$ cat src/rtl/alu_comm_pkg.sv
// ============================================================================
// alu_comm_pkg : shared types and helpers for the comm arithmetic blocks
// Rev 1.0
// ============================================================================
`default_nettype none

package alu_comm_pkg;

  typedef enum logic [1:0] {
    IDLE = 2'd0,
    ITER = 2'd1,
    DONE = 2'd2
  } ha_iter_state_e;

  // Iteration counter must hold WIDTH+1, the worst-case step count.
  function automatic int iter_width(input int w);
    return $clog2(w + 2);
  endfunction

endpackage

`default_nettype wire

$ cat src/rtl/ha_row.sv
// ============================================================================
// ha_row : one row of WIDTH independent half-adder (2:1 compressor) cells
// Rev 1.0
// ============================================================================
`default_nettype none

module ha_row #(
  parameter int WIDTH = 32
) (
  input  logic [WIDTH-1:0] a,
  input  logic [WIDTH-1:0] b,
  output logic [WIDTH-1:0] sum,
  output logic [WIDTH-1:0] cout
);

  for (genvar i = 0; i < WIDTH; i++) begin : g_cell
    assign sum[i]  = a[i] ^ b[i];
    assign cout[i] = a[i] & b[i];
  end

endmodule

`default_nettype wire

$ cat src/rtl/ha_iter_adder_seq.sv
// ============================================================================
// ha_iter_adder_seq : iterative adder reusing one half-adder row per cycle
// Rev 1.0
// ============================================================================
`default_nettype none

module ha_iter_adder_seq
  import alu_comm_pkg::*;
#(
  parameter int WIDTH  = 32,
  parameter int ITER_W = iter_width(WIDTH)
) (
  input  logic              clk,
  input  logic              rst,
  input  logic              in_valid,
  output logic              in_ready,
  input  logic [WIDTH-1:0]  in_a,
  input  logic [WIDTH-1:0]  in_b,
  input  logic              in_cin,
  output logic              out_valid,
  input  logic              out_ready,
  output logic [WIDTH-1:0]  out_sum,
  output logic              out_cout,
  output logic [ITER_W-1:0] out_iter
);

  ha_iter_state_e    state_q, state_d;
  logic [WIDTH-1:0]  sum_q, sum_d;
  logic [WIDTH-1:0]  carry_q, carry_d;
  logic              inj_q, inj_d;
  logic              cout_q, cout_d;
  logic [ITER_W-1:0] iter_q, iter_d;

  logic [WIDTH-1:0]  row_sum;
  logic [WIDTH-1:0]  row_gen;
  logic [WIDTH-1:0]  carry_nxt;
  logic              accept;

  ha_row #(.WIDTH(WIDTH)) u_row (
    .a    (sum_q),
    .b    (carry_q),
    .sum  (row_sum),
    .cout (row_gen)
  );

  // Carry-in enters at bit 0 on the first step, filling the slot the shift opens.
  assign carry_nxt = {row_gen[WIDTH-2:0], inj_q};
  assign accept    = in_valid && in_ready;

  always_ff @(posedge clk or posedge rst) begin
    if (rst) begin
      state_q <= IDLE;
    end else begin
      state_q <= state_d;
    end
  end

  always_comb begin
    state_d = state_q;
    unique case (state_q)
      IDLE:    if (accept) state_d = ITER;
      ITER:    if (carry_nxt == '0) state_d = DONE;
      DONE:    if (out_ready) state_d = IDLE;
      default: state_d = IDLE;
    endcase
  end

  always_comb begin
    sum_d   = sum_q;
    carry_d = carry_q;
    inj_d   = inj_q;
    cout_d  = cout_q;
    iter_d  = iter_q;
    if (state_q == IDLE && accept) begin
      sum_d   = in_a;
      carry_d = in_b;
      inj_d   = in_cin;
      cout_d  = 1'b0;
      iter_d  = '0;
    end else if (state_q == ITER) begin
      sum_d   = row_sum;
      carry_d = carry_nxt;
      inj_d   = 1'b0;
      cout_d  = cout_q | row_gen[WIDTH-1];
      iter_d  = iter_q + 1'b1;
    end
  end

  always_ff @(posedge clk or posedge rst) begin
    if (rst) begin
      sum_q   <= '0;
      carry_q <= '0;
      inj_q   <= 1'b0;
      cout_q  <= 1'b0;
      iter_q  <= '0;
    end else begin
      sum_q   <= sum_d;
      carry_q <= carry_d;
      inj_q   <= inj_d;
      cout_q  <= cout_d;
      iter_q  <= iter_d;
    end
  end

  // in_ready is masked by rst so nothing looks acceptable while reset is held.
  always_comb begin
    in_ready  = (state_q == IDLE) && !rst;
    out_valid = (state_q == DONE);
    out_sum   = out_valid ? sum_q  : '0;
    out_cout  = out_valid ? cout_q : 1'b0;
    out_iter  = out_valid ? iter_q : '0;
  end

  a_iter_bound: assert property (@(posedge clk) disable iff (rst)
    iter_q <= ITER_W'(WIDTH + 1));

endmodule

`default_nettype wire

$ cat config.mk
export PLATFORM = sky130hd
export DESIGN_NAME = ha_iter_adder_seq
export DESIGN_NICKNAME = d
export VERILOG_FILES = /design/src/rtl/alu_comm_pkg.sv /design/src/rtl/ha_row.sv /design/src/rtl/ha_iter_adder_seq.sv
export SDC_FILE = /design/constraint.sdc
export NUM_CORES = 1
export LEC_CHECK = 0
export BUFFER_PORTS_ARGS = -buffer_cell sky130_fd_sc_hd__buf_2
export CAP_MARGIN = 25
export CORE_MARGIN = 3
export CORE_UTILIZATION = 40
export DETAILED_ROUTE_END_ITERATION = 16
export GPL_TIMING_DRIVEN = 0
export PLACE_DENSITY = 0.63
export SETUP_SLACK_MARGIN = 0.05
export SLEW_MARGIN = 20
export SYNTH_ARGS = -nofsm -noshare
export SYNTH_HDL_FRONTEND = slang
export SYNTH_SLANG_ARGS = --single-unit
$ cat constraint.sdc
create_clock -name clk -period 1.81 [get_ports clk]
set_input_delay 0.0905 -clock clk [delete_from_list [all_inputs] [get_ports clk]]
set_output_delay 0.0905 -clock clk [all_outputs]
set_load 0.005 [all_outputs]
After elaboration in Yosys (flattened, before gate mapping). Index checks and enable logic that the tools add are counted.

Register bits: 74. Bits of input ports: 69.

$add $sub $neg: 1. Equal/unequal tests: 5. Muxes and demuxes: 17. Bitwise gates (word level): 65. Reduce and logical (&&, ||, !) cells: 8.

Operators by type and width (count): 2-to-1 mux 32 bit (5); bitwise AND 1 bit (32); logical NOT 32 bit (1); bitwise XOR 1 bit (32); 2-to-1 mux 6 bit (3); adder 6 x 1 -> 6 bit (second input constant) (1); 2-to-1 mux 2 bit (3); case mux 2 bit (3 select lines) (1); 2-to-1 mux 1 bit (5); != test 2 bit (second input constant) (2); logical AND 1 bit (3); AND reduction 3 bit (1); == test 2 x 1 -> 1 bit (second input constant) (1); == test 2 bit (second input constant) (1); logical NOT 2 bit (1); != test 2 x 1 -> 1 bit (second input constant) (1); nonzero test 2 bit (1); logical NOT 1 bit (1); bitwise OR 1 bit (1).

Longest topological paths before layout. Gate-level depths: netlist of the first run.

Word-level depth: 5. Gate-level depth with buffers: 6. Gate-level depth less buffers: 5.

Cells and area by module. From an unflattened synthesis of the first run, not the netlist that was laid out.

Cells, all modules: 345. Area, all modules: 3985.1 um^2.

By module, submodules not included: ha_iter_adder_seq (times used 1, cells each 313, area each 3584.7 um^2, seq. area each 1851.8 um^2); ha_row (times used 1, cells each 32, area each 400.4 um^2, seq. area each 0.0 um^2).

Least setup slack after synthesis of the first run. No wires, ideal clock.

Kind: register to register. Start: reg state_q[1]. End: reg sum_q[10]. Library setup time: 0.118 ns. Data arrival time: 1.218 ns. Slack: 0.474 ns. Stages on the path, launching flop included: 6. Path buffers: 1. Period minus slack after synthesis: 1.336 ns. Cells stage by stage: dfrtp_1 -> nor3_2 -> and2_4 -> nor2_4 -> clkbuf_1 -> a21o_1.

Longest elaborated chain between the ends: 5. Elaborated cells between the ends (all ways): 7. Classes of those cells: eq/ne (1); mux (1); reduce/logical (5).

Ends and longest elaborated chain: from (decl) (RTL line ha_iter_adder_seq.sv:27) `ha_iter_state_e state_q, state_d;`; from (signal assigned) (RTL line ha_iter_adder_seq.sv:54) `state_q <= state_d;`; logical NOT 2 bit (*) (RTL line ha_iter_adder_seq.sv:107) `in_ready = (state_q == IDLE) && !rst;`; logical AND 1 bit (*) (RTL line ha_iter_adder_seq.sv:107); named net in_ready (RTL line ha_iter_adder_seq.sv:16) `output logic in_ready,`; logical AND 1 bit (*) (RTL line ha_iter_adder_seq.sv:48) `assign accept = in_valid && in_ready;`; logical AND 1 bit (*) (RTL line ha_iter_adder_seq.sv:74) `if (state_q == IDLE && accept) begin`; 2-to-1 mux 32 bit / nonzero test 2 bit (equally long branches); to (signal assigned) (RTL line ha_iter_adder_seq.sv:97) `sum_q <= sum_d;`; to (decl) (RTL line ha_iter_adder_seq.sv:28) `logic [WIDTH-1:0] sum_q, sum_d;`.

The timed path passes the listed nets; every way through them passes the cells marked *. A chain may end at the register's enable or synchronous reset.

Final worst setup path of the first run.
Start: reg state_q[0]. End: reg carry_q[29].

Longest elaborated chain between the ends: 5. Elaborated cells between the ends (all ways): 7. Classes of those cells: eq/ne (1); mux (1); reduce/logical (5).

Ends and longest elaborated chain: logical NOT 2 bit (RTL line ha_iter_adder_seq.sv:74, ha_iter_adder_seq.sv:107); logical AND 1 bit (RTL line ha_iter_adder_seq.sv:107); logical AND 1 bit (RTL line ha_iter_adder_seq.sv:48); logical AND 1 bit (RTL line ha_iter_adder_seq.sv:74); 2-to-1 mux 32 bit / nonzero test 2 bit (equally long branches); to (signal assigned) (RTL line ha_iter_adder_seq.sv:98) `carry_q <= carry_d;`; to (decl) (RTL line ha_iter_adder_seq.sv:29) `logic [WIDTH-1:0] carry_q, carry_d;`.

Several ways; a longest one is shown, not always the timed one.

==> impl_metrics.yaml, run 1 <==
routing:
  routed_wl_um: 10200
  first_pass_iters: 6
  drcViolationCount: 0
  drt_iter0_markers: 109
  ant_nets: 0
  viasPerCell: 5.24
  vias: 3152
  wl_per_cell_um: 17.0
critical_path:
  path_delay_family: "buffers and inverters"
  worstReg2RegEnd: "carry_q[29]"
  cp_cell_sequence: "nor2b_1 > buf_4 > clkbuf_1 > a22o_1 > a21o_1"
  arrival_ns: 1.96
  cp.depth: 5
  r2r_start: "state_q[0]"
  cpMaxStageDelayCell: "clkbuf_1"
  endpoint_kind: "flip-flop"
  path_max_fanout: 10
  crit_path_end: "carry_q[29]"
  cp.required_ns: 2.09
  critPathLaunchType: "flip-flop"
  worst-path-buf-inv: 2
  crit_start: "state_q[0]"
  critPathMaxStageDelay_ns: 0.50
  criticalPathCategory: "flip-flop to flip-flop"
  reg2reg_depth: 5
  reg2reg_slack_ns: 0.14
global_route:
  grt_pass1_vias: 3216
  overflow: 0
  grt_pass1_wl_um: 16400
  grt_max_degree: 33
  grtUsageTotal_pct: 18.6
  antenna_found_initial: 0
synthesis:
  ys_top_cells_by_count: "dfrtp_1, a22o_1, a21o_1"
  yosys_warnings: 0
  synth_edf_count: 0
  ys_seq_elements: 74
  yosysMostFrequentCell: "dfrtp_1"
  synth_top_cell_by_area: "dfrtp_1"
  ys_seq_area_share_pct: 46.6
  async_reset_ff_share_pct: 100
  synth.area.top_cells: "dfrtp_1, a22o_1, a21o_1"
  syn_nets: 446
  syn_inst: 344
  yosysTopAreaCellShare_pct: 46.6
  dominantRegCellSynth: "dfrtp_1"
  avgSynthCellArea_um2: 11.6
  syn_area_um2: 3980
  yosysUniqueCellTypes: 25
final_layout:
  final_area_um2: 4950
  nFillCells: 940
  multi_input_area_um2: 1960
  area_growth_pct: 24.6
  seqCellArea_um2: 1850
  n_antenna_cell: 0
  drive_gt1_share_pct: 32.6
  nets: 570
timing:
  maxSlewViolCount: 0
  rsz0062_at_grt: "no"
  max_slew_margin_pct: 59.2
  hold_viol_final: 0
  finalSetupViolCount: 0
  tightest_slew_ns: 0.611
  skew_ns: 0.0127
  finalCritPeriodShare_pct: 92.5
  final.min_clock_period_ns: 1.67
  timing.fmax_mhz: 597
  setup-tns-final_ns: 0
placement:
  io_buffers: 109
  place_hpwl_um: 7750
  place_area_um2: 4730
  gp_congestion: 0.811
die:
  start_util_pct: 42.0
  die_w_um: 106
  rows: 35
  die-height_um: 106
  num_io_pins: 110
  core_region_area_um2: 9460
  die-area_um2: 11200
clock_network:
  numCtsBuffers: 9
  clk_pin_slew_ns: 0.09
  clock_sinks: 74
  cts_max_path_buffers: 2
  cts_tree: "built"
  cts_root_buf: "clkbuf_8"
  clkLatencyLatePin_ns: 0.35
  htreeDepth: 3
outcome:
  status: "completed"
power_and_ir_drop:
  peakVddDrop_mv: 0.477
  powerDensity_nw_per_um2: 1560
  p_leak_nw: 3.01
worst_hold_path:
  hold_path_class: "input port to flip-flop"
run:
  max-cap-violations: 0
how the worst min path moves through the flow:
stage                        to     start  cells after the start
finish               carry_q[8]   in_b[8]                      3
global route        carry_q[21]  in_b[21]                      3
CTS                  carry_q[8]   in_b[8]                      3
detailed placement    iter_q[0]       rst                      2
global placement          inj_q    in_cin                      3
floorplan              in_ready       rst                      1
timing repair:
| item | CTS | global route |
|---|---|---|
| setup endpoints to repair | 40 | 33 |
| gates resized for setup | 5 | 3 |
| hold buffers | 2 | 0 |
| setup buffers | 0 | 0 |
| hold endpoints to repair | 13 | 0 |
cells by family after synthesis:
logic type / share of synthesized area (%)
simple gates: 10.6
flops: 46.6
compound gates: 27.0
xor+xnor: 1.10
buf+inv: 4.31
fa+ha+maj: 10.4
per-stage QoR:
stage	setup slack [ns]	total power [W]	hold WS [ns]	instances	utilization (%)
3_3_place_gp	0.141	0.00638	0.318	582	49.5
2_1_floorplan	0.474	0.00548	0.205	344	-
5_1_grt	0.0448	0.00841	0.0286	602	52.4
3_5_place_dp	0.110	0.00653	0.109	584	50.0
4_1_cts	0.0705	0.00783	0.0135	602	52.3
6_report	0.136	0.00775	0.0289	602	52.4
per-layer routing:
layer / vias to the layer above / global-route usage (%) / wire (um)
met2: 79 / 30.2 / 4830
met1: 1536 / 24.9 / 4730
met4: 0 / 6.38 / 148
met3: 10 / 3.61 / 540
met5: - / 0 / 0
li1: 1527 / - / -
layout make-up:
| class | count | share of cell area (%) |
|---|---|---|
| buffer | 26 | 3.44 |
| clock buffer | 9 | 2.50 |
| clock inverter | 7 | 1.41 |
| inverter | 2 | 0.227 |
| multi-input combinational | 242 | 39.6 |
| sequential | 74 | 37.4 |
| tap | 129 | 3.26 |
| timing repair buffer | 113 | 12.2 |
tightest hold or removal path: stages:
cell	delay, ns
buf_2	0.08
a22o_1	0.12
a21o_1	0.07
layout by cell type (no fill, tap or decap), drive strengths merged:
cell type / netlist / layout
a21o: 64 / 64
a21oi: 2 / 2
a22o: 65 / 65
and2: 40 / 40
and3: 1 / 1
buf: 17 / 128
bufinv: 0 / 1
clkbuf: 9 / 18
clkinv: 0 / 5
clkinvlp: 0 / 2
dfrtp: 74 / 74
dlygate4sd3: 0 / 2
ha: 33 / 33
inv: 2 / 1
nand2: 6 / 6
nand2b: 1 / 1
nand4: 4 / 4
nor2: 8 / 8
nor2b: 2 / 2
nor3: 1 / 1
nor4: 8 / 8
o21ai: 1 / 1
o21bai: 1 / 1
xnor2: 1 / 1
xor2: 4 / 4
where the power goes:
part           internal, W  switching (W)
Clock             0.000634       0.000646
Sequential         0.00244       0.000552
Combinational      0.00176        0.00172
Total              0.00483        0.00292
registers in the layout (all words and copies together), names as in the netlist:
signal   cells
carry_q     32
sum_q       32
iter_q       6
state_q      2
cout_q       1
inj_q        1
No activity file was read; power rests on OpenSTA's default activity.
==> inputs of run 2 (changes only) <==
--- a/config.mk
+++ b/config.mk
@@ -8,10 +8,11 @@
 export BUFFER_PORTS_ARGS = -buffer_cell sky130_fd_sc_hd__buf_2
 export CAP_MARGIN = 25
 export CORE_MARGIN = 3
-export CORE_UTILIZATION = 40
+export CORE_UTILIZATION = 50
 export DETAILED_ROUTE_END_ITERATION = 16
 export GPL_TIMING_DRIVEN = 0
-export PLACE_DENSITY = 0.63
+export PLACE_DENSITY = 0.74
+export REMOVE_ABC_BUFFERS = 1
 export SETUP_SLACK_MARGIN = 0.05
 export SLEW_MARGIN = 20
 export SYNTH_ARGS = -nofsm -noshare
==> constraint.sdc (replaced) <==
create_clock -name clk -period 1.58 [get_ports clk]
set_input_delay 0.079 -clock clk [delete_from_list [all_inputs] [get_ports clk]]
set_output_delay 0.079 -clock clk [all_outputs]
set_load 0.005 [all_outputs]
==> run 2 against run 1 <==
The run now ends with negative setup slack left. Worst setup slack got worse by 0.21 ns. Critical endpoint is now carry_q[8]. Largest cell class unchanged. Cell area is 11% higher. Worst hold slack better by 0.0031 ns.
==> impl_metrics.yaml, run 2 (synthesis gave the netlist of run 1 again) <==
routing:
  wl_per_cell_um: 20.5
  first_pass_iters: 5
  met2_length_um: 5870
  route.met3.wl_um: 710
  vias: 3500
  viasPerCell: 5.95
  drt_iter0_markers: 142
  drcViolationCount: 0
  ant_nets: 0
  top_layer: "met4"
  routed_wl_um: 12100
  drt-met1-wl_um: 5320
clock_network:
  cts_max_path_buffers: 2
  cts_tree: "built"
  clkLatencyLatePin_ns: 0.34
  clock_sinks: 74
  clk_pin_slew_ns: 0.08
  cts_root_buf: "clkbuf_8"
  htreeDepth: 3
  numCtsBuffers: 9
final_layout:
  top_regs: "carry_q x32, sum_q x32, iter_q x6"
  n_antenna_cell: 0
  final_area_um2: 5500
  nets: 586
  post-route-util_pct: 73.4
  drive_gt1_share_pct: 38.2
  area_growth_pct: 38.2
  final_cell_mix: "buf_2, dfrtp_1, a22o_1"
  final_common_cell: "buf_2"
  nFillCells: 553
die:
  start_util_pct: 53.1
  die-area_um2: 9060
  num_io_pins: 110
  core_region_area_um2: 7490
  die-height_um: 95.2
  rows: 31
  die_w_um: 95.2
critical_path:
  worstReg2RegEnd: "carry_q[8]"
  endpoint_kind: "flip-flop"
  cp.required_ns: 1.81
  arrival_ns: 1.89
  reg2reg_slack_ns: -0.08
  critPathLaunchType: "flip-flop"
  crit_path_end: "carry_q[8]"
  reg2reg_depth: 7
  crit_start: "state_q[0]"
  path_max_fanout: 8
  r2r_start: "state_q[0]"
  criticalPathCategory: "flip-flop to flip-flop"
placement:
  place_area_um2: 4650
  pre_cts_slack_ns: -0.675
  io_buffers: 109
  place_hpwl_um: 6340
  gp_congestion: 0.787
timing:
  final.min_clock_period_ns: 1.66
  tightest_slew_ns: 0.502
  skew_ns: 0.00754
  layout_setup_ws_ns: -0.0785
  timing.fmax_mhz: 603
  finalCritPeriodShare_pct: 105
  max_slew_margin_pct: 66.4
  setup-tns-final_ns: -3.18
  finalSetupViolCount: 80
  maxSlewViolCount: 0
  hold_viol_final: 0
  rsz0062_at_grt: "yes"
power_and_ir_drop:
  swShare_pct: 35.5
  seqPwrFrac_pct: 31.6
  power_w: 0.0107
  peakVddDrop_mv: 1.02
  p_leak_nw: 3.26
  clkPwrFrac_pct: 15.5
  p_int_w: 0.00691
  p_switching_w: 0.00380
  power_frac_comb_pct: 52.9
  powerDensity_nw_per_um2: 1950
run:
  max-cap-violations: 0
outcome:
  status: "finished, violations left"
  violations: "negative setup slack"
global_route:
  grt_max_degree: 40
  grt_pass1_vias: 3459
  grtUsageTotal_pct: 25.8
  antenna_found_initial: 0
  overflow: 0
  grt_pass1_wl_um: 17800
worst_hold_path:
  hold_path_class: "input port to flip-flop"
## run 2: changes by cell type in the layout (fill, tap and decap cells not counted), moves of 3 or more
cell / change
clkbuf_2: -5
and2_4: +7
buf_4: +4
nor4_2: +3
clkbuf_1: -3
and2_1: -3
nor4_4: +3
nor4_1: -6
buf_16: +6
clkbuf_16: +5
buf_6: +6
buf_2: -8
## run 2: how the worst min path moves through the flow
stage	start	endpoint	slack, ns	cells past startpoint
after floorplan	rst	in_ready	0.18	1
after global placement	in_cin	inj_q	0.31	3
after detailed placement	rst	sum_q[4]	0.16	2
after CTS	in_b[2]	carry_q[2]	0.02	3
after global routing	in_b[30]	carry_q[30]	0.03	3
final	in_a[2]	sum_q[2]	0.03	3
## run 2: per-stage QoR
stage | hold slack, ns | instances
floorplan | 0.182 | 318
global placement | 0.314 | 526
detailed placement | 0.158 | 532
CTS | 0.0196 | 578
global route | 0.0265 | 588
finish | 0.0320 | 588
## run 2: worst max-delay path, cell delays in order (launching register included)
cell and delay [ns]:
dfrtp_2 0.43, buf_6 0.12, nor3_4 0.24, and2_4 0.22, nor2_4 0.05, buf_12 0.15, clkbuf_16 0.16, a21o_1 0.17
## run 2: final cells by class
| class | count | area [um^2] | share of cell area (%) |
|---|---|---|---|
| Multi-Input combinational cell | 250 | 2120 | 38.6 |
| Sequential cell | 74 | 1850 | 33.7 |
| Timing Repair Buffer | 147 | 1170 | 21.2 |
| Clock buffer | 11 | 141 | 2.57 |
| Tap cell | 99 | 124 | 2.25 |
| Clock inverter | 5 | 77.6 | 1.41 |
| Inverter | 2 | 10.0 | 0.182 |
## run 2: what timing repair did
action / CTS / global route
buffers inserted: 19 / 3
endpoints found under the setup margin: 114 / 113
pin swaps: 29 / 40
endpoints found under the hold margin: 36 / 0
hold buffers: 2 / 0
cloned: 9 / 9
resized for setup: 14 / 27
## run 2: per-layer routing
layer	GRT usage, %	vias up
met5	2.38	-
met1	35.1	1774
met3	3.95	14
met4	9.13	0
li1	-	1585
met2	41.7	127
## run 2: power groups by stage
stage	registers, W	logic (W)	clock network [W]
final	0.00339	0.00566	0.00166
after global routing	0.00349	0.00615	0.00176
after CTS	0.00334	0.00596	0.00165
after detailed placement	0.00346	0.00405	0
after global placement	0.00336	0.00299	0
after floorplan	0.00326	0.00262	0
==> inputs of run 3 (changes only) <==
--- a/config.mk
+++ b/config.mk
@@ -7,8 +7,9 @@
 export LEC_CHECK = 0
 export BUFFER_PORTS_ARGS = -buffer_cell sky130_fd_sc_hd__buf_2
 export CAP_MARGIN = 25
+export CORE_ASPECT_RATIO = 0.8
 export CORE_MARGIN = 3
-export CORE_UTILIZATION = 50
+export CORE_UTILIZATION = 48
 export DETAILED_ROUTE_END_ITERATION = 16
 export GPL_TIMING_DRIVEN = 0
 export PLACE_DENSITY = 0.74
==> constraint.sdc (replaced) <==
create_clock -name clk -period 1.35 [get_ports clk]
set_input_delay 0.0675 -clock clk [delete_from_list [all_inputs] [get_ports clk]]
set_output_delay 0.0675 -clock clk [all_outputs]
set_load 0.005 [all_outputs]
==> run 3 against run 2 <==
Largest power group unchanged. Core utilization decreased by 2.6 points. Clock skew increased by 0.0012 ns. Clock-buffer cell count unchanged. Worst hold slack got worse by 0.012 ns. Flip-flop and latch count unchanged. Combinational power increased by 19%. Via count increased by 1.4%. Largest cell class unchanged. The run still ends with negative setup slack left.
==> impl_metrics.yaml, run 3 (synthesis gave the netlist of run 1 again) <==
outcome:
  status: "finished, violations left"
  violations: "negative setup slack"
power_and_ir_drop:
  swShare_pct: 36.0
  p_leak_nw: 3.28
  p_int_w: 0.00818
  clkPwrFrac_pct: 15.0
  power_frac_comb_pct: 52.9
  powerDensity_nw_per_um2: 2260
  peakVddDrop_mv: 0.966
  seqPwrFrac_pct: 32.0
  p_switching_w: 0.00460
timing:
  timing.fmax_mhz: 630
  rsz0062_at_grt: "yes"
  maxSlewViolCount: 0
  final.min_clock_period_ns: 1.59
  max_slew_margin_pct: 66.5
  whs_ns: 0.0204
  finalSetupViolCount: 110
  layout_setup_ws_ns: -0.238
  hold_viol_final: 0
  setup-tns-final_ns: -16.49
  skew_ns: 0.00874
  tightest_slew_ns: 0.502
  finalCritPeriodShare_pct: 118
critical_path:
  criticalPathCategory: "flip-flop to output port"
  critPathMaxStageDelay_ns: 0.47
  cp.required_ns: 1.28
  reg2reg_slack_ns: -0.23
  worst-path-buf-inv: 2
  critPathLaunchType: "flip-flop"
  path_max_fanout: 27
  worstReg2RegEnd: "sum_q[30]"
  reg2reg_depth: 7
  cpMaxStageDelayCell: "dfrtp_2"
  path_delay_family: "flip-flops"
  arrival_ns: 1.52
  cp_cell_sequence: "nor2b_4 > buf_16 > and2_1 > buf_2"
  r2r_start: "state_q[1]"
  endpoint_kind: "output port"
global_route:
  grtUsageTotal_pct: 26.0
  grt_pass1_wl_um: 18500
  grt_pass1_vias: 3472
  grt_max_degree: 39
  overflow: 0
  antenna_found_initial: 0
placement:
  pre_cts_slack_ns: -0.923
  place_hpwl_um: 6440
  gp_congestion: 0.806
  io_buffers: 109
  dp_cells: 541
clock_network:
  htreeDepth: 3
  cts_root_buf: "clkbuf_8"
  cts_max_path_buffers: 2
  clk_pin_slew_ns: 0.08
  numCtsBuffers: 9
  cts_tree: "built"
  clkLatencyLatePin_ns: 0.34
  clock_sinks: 74
worst_hold_path:
  min_path_cells: 3
  hold_path_class: "input port to flip-flop"
  whs_endpoint: "state_q[1]"
  min-delay-start: "out_ready"
die:
  die-height_um: 87.4
  die_w_um: 108
  core_region_area_um2: 7980
  die-area_um2: 9420
  rows: 29
  num_io_pins: 110
  start_util_pct: 49.8
final_layout:
  drive_gt1_share_pct: 43.4
  post-route-util_pct: 70.8
  final_cell_mix: "buf_2, dfrtp_1, a22o_1"
  nets: 595
  area_growth_pct: 42.2
  n_antenna_cell: 0
  final_common_cell: "buf_2"
  top_regs: "carry_q x32, sum_q x32, iter_q x6"
  fin_cells: 606
run:
  max-cap-violations: 0
routing:
  routed_wl_um: 12300
  ant_nets: 0
  drcViolationCount: 0
  viasPerCell: 5.86
  first_pass_iters: 5
  vias: 3550
  drt_iter0_markers: 190
  wl_per_cell_um: 20.3
[run 3: cell types whose count changed in the layout (fill, tap and decap cells not counted), moves of 3 or more]
cell	before	now
buf_4	7	14
ha_2	1	12
ha_1	32	20
and2_4	8	16
clkbuf_16	5	1
buf_12	3	8
nand2_1	6	3
buf_2	109	106
[run 3: worst max-delay path by stage]
| stage | from | endpoint | slack [ns] | depth (start not counted) |
|---|---|---|---|---|
| floorplan | state_q[1] | carry_q[0] | -2.76 | 3 |
| global placement | state_q[1] | carry_q[18] | -5.16 | 3 |
| detailed placement | state_q[1] | sum_q[28] | -0.92 | 5 |
| CTS | state_q[0] | out_sum[14] | -0.21 | 4 |
| global route | state_q[1] | sum_q[30] | -0.30 | 7 |
| finish | state_q[0] | out_sum[14] | -0.24 | 4 |
[run 3: repair_timing]
| action | CTS | global route |
|---|---|---|
| cloned | 16 | 1 |
| setup endpoints to repair | 114 | 115 |
| pin swaps | 67 | 37 |
| setup buffers | 24 | 8 |
| endpoints found under the hold margin | 38 | 0 |
| gates resized for setup | 59 | 25 |
| hold buffers | 2 | 0 |
[run 3: area by class of cell]
cell class	count	area, um^2
Inverter	2	10.0
Fill cell	617	2330
Timing Repair Buffer	151	1170
Clock buffer	11	141
Sequential cell	74	1850
Clock inverter	5	77.6
Tap cell	108	135
Multi-Input combinational cell	255	2260
[run 3: metrics by stage]
step | cell area (um^2) | power (W)
2_1_floorplan | 3810 | 0.00675
3_3_place_gp | 4490 | 0.00765
3_5_place_dp | 4660 | 0.00881
4_1_cts | 5460 | 0.0121
5_1_grt | 5650 | 0.0136
6_report | 5650 | 0.0128
[run 3: worst reg2reg max path: stages, from the launching register on]
cell and delay (ns):
dfrtp_2 0.45, nor3_4 0.23, buf_6 0.14, buf_6 0.11
buf_6 0.11, and2_4 0.21, a22o_1 0.18, a21o_1 0.10
[run 3: power groups by stage]
stage	clock, W	combinational [W]	sequential (W)
5_1_grt	0.00205	0.00734	0.00421
2_1_floorplan	0	0.00295	0.00380
3_3_place_gp	0	0.00374	0.00391
4_1_cts	0.00195	0.00615	0.00405
3_5_place_dp	0	0.00475	0.00406
6_report	0.00192	0.00676	0.00410
[run 3: metal layers]
layer  track usage (%)  share of wire [%]
met5                 0                  0
met4              7.45                1.4
met3              6.30                7.1
met2              39.8                 46
met1              36.9                 46
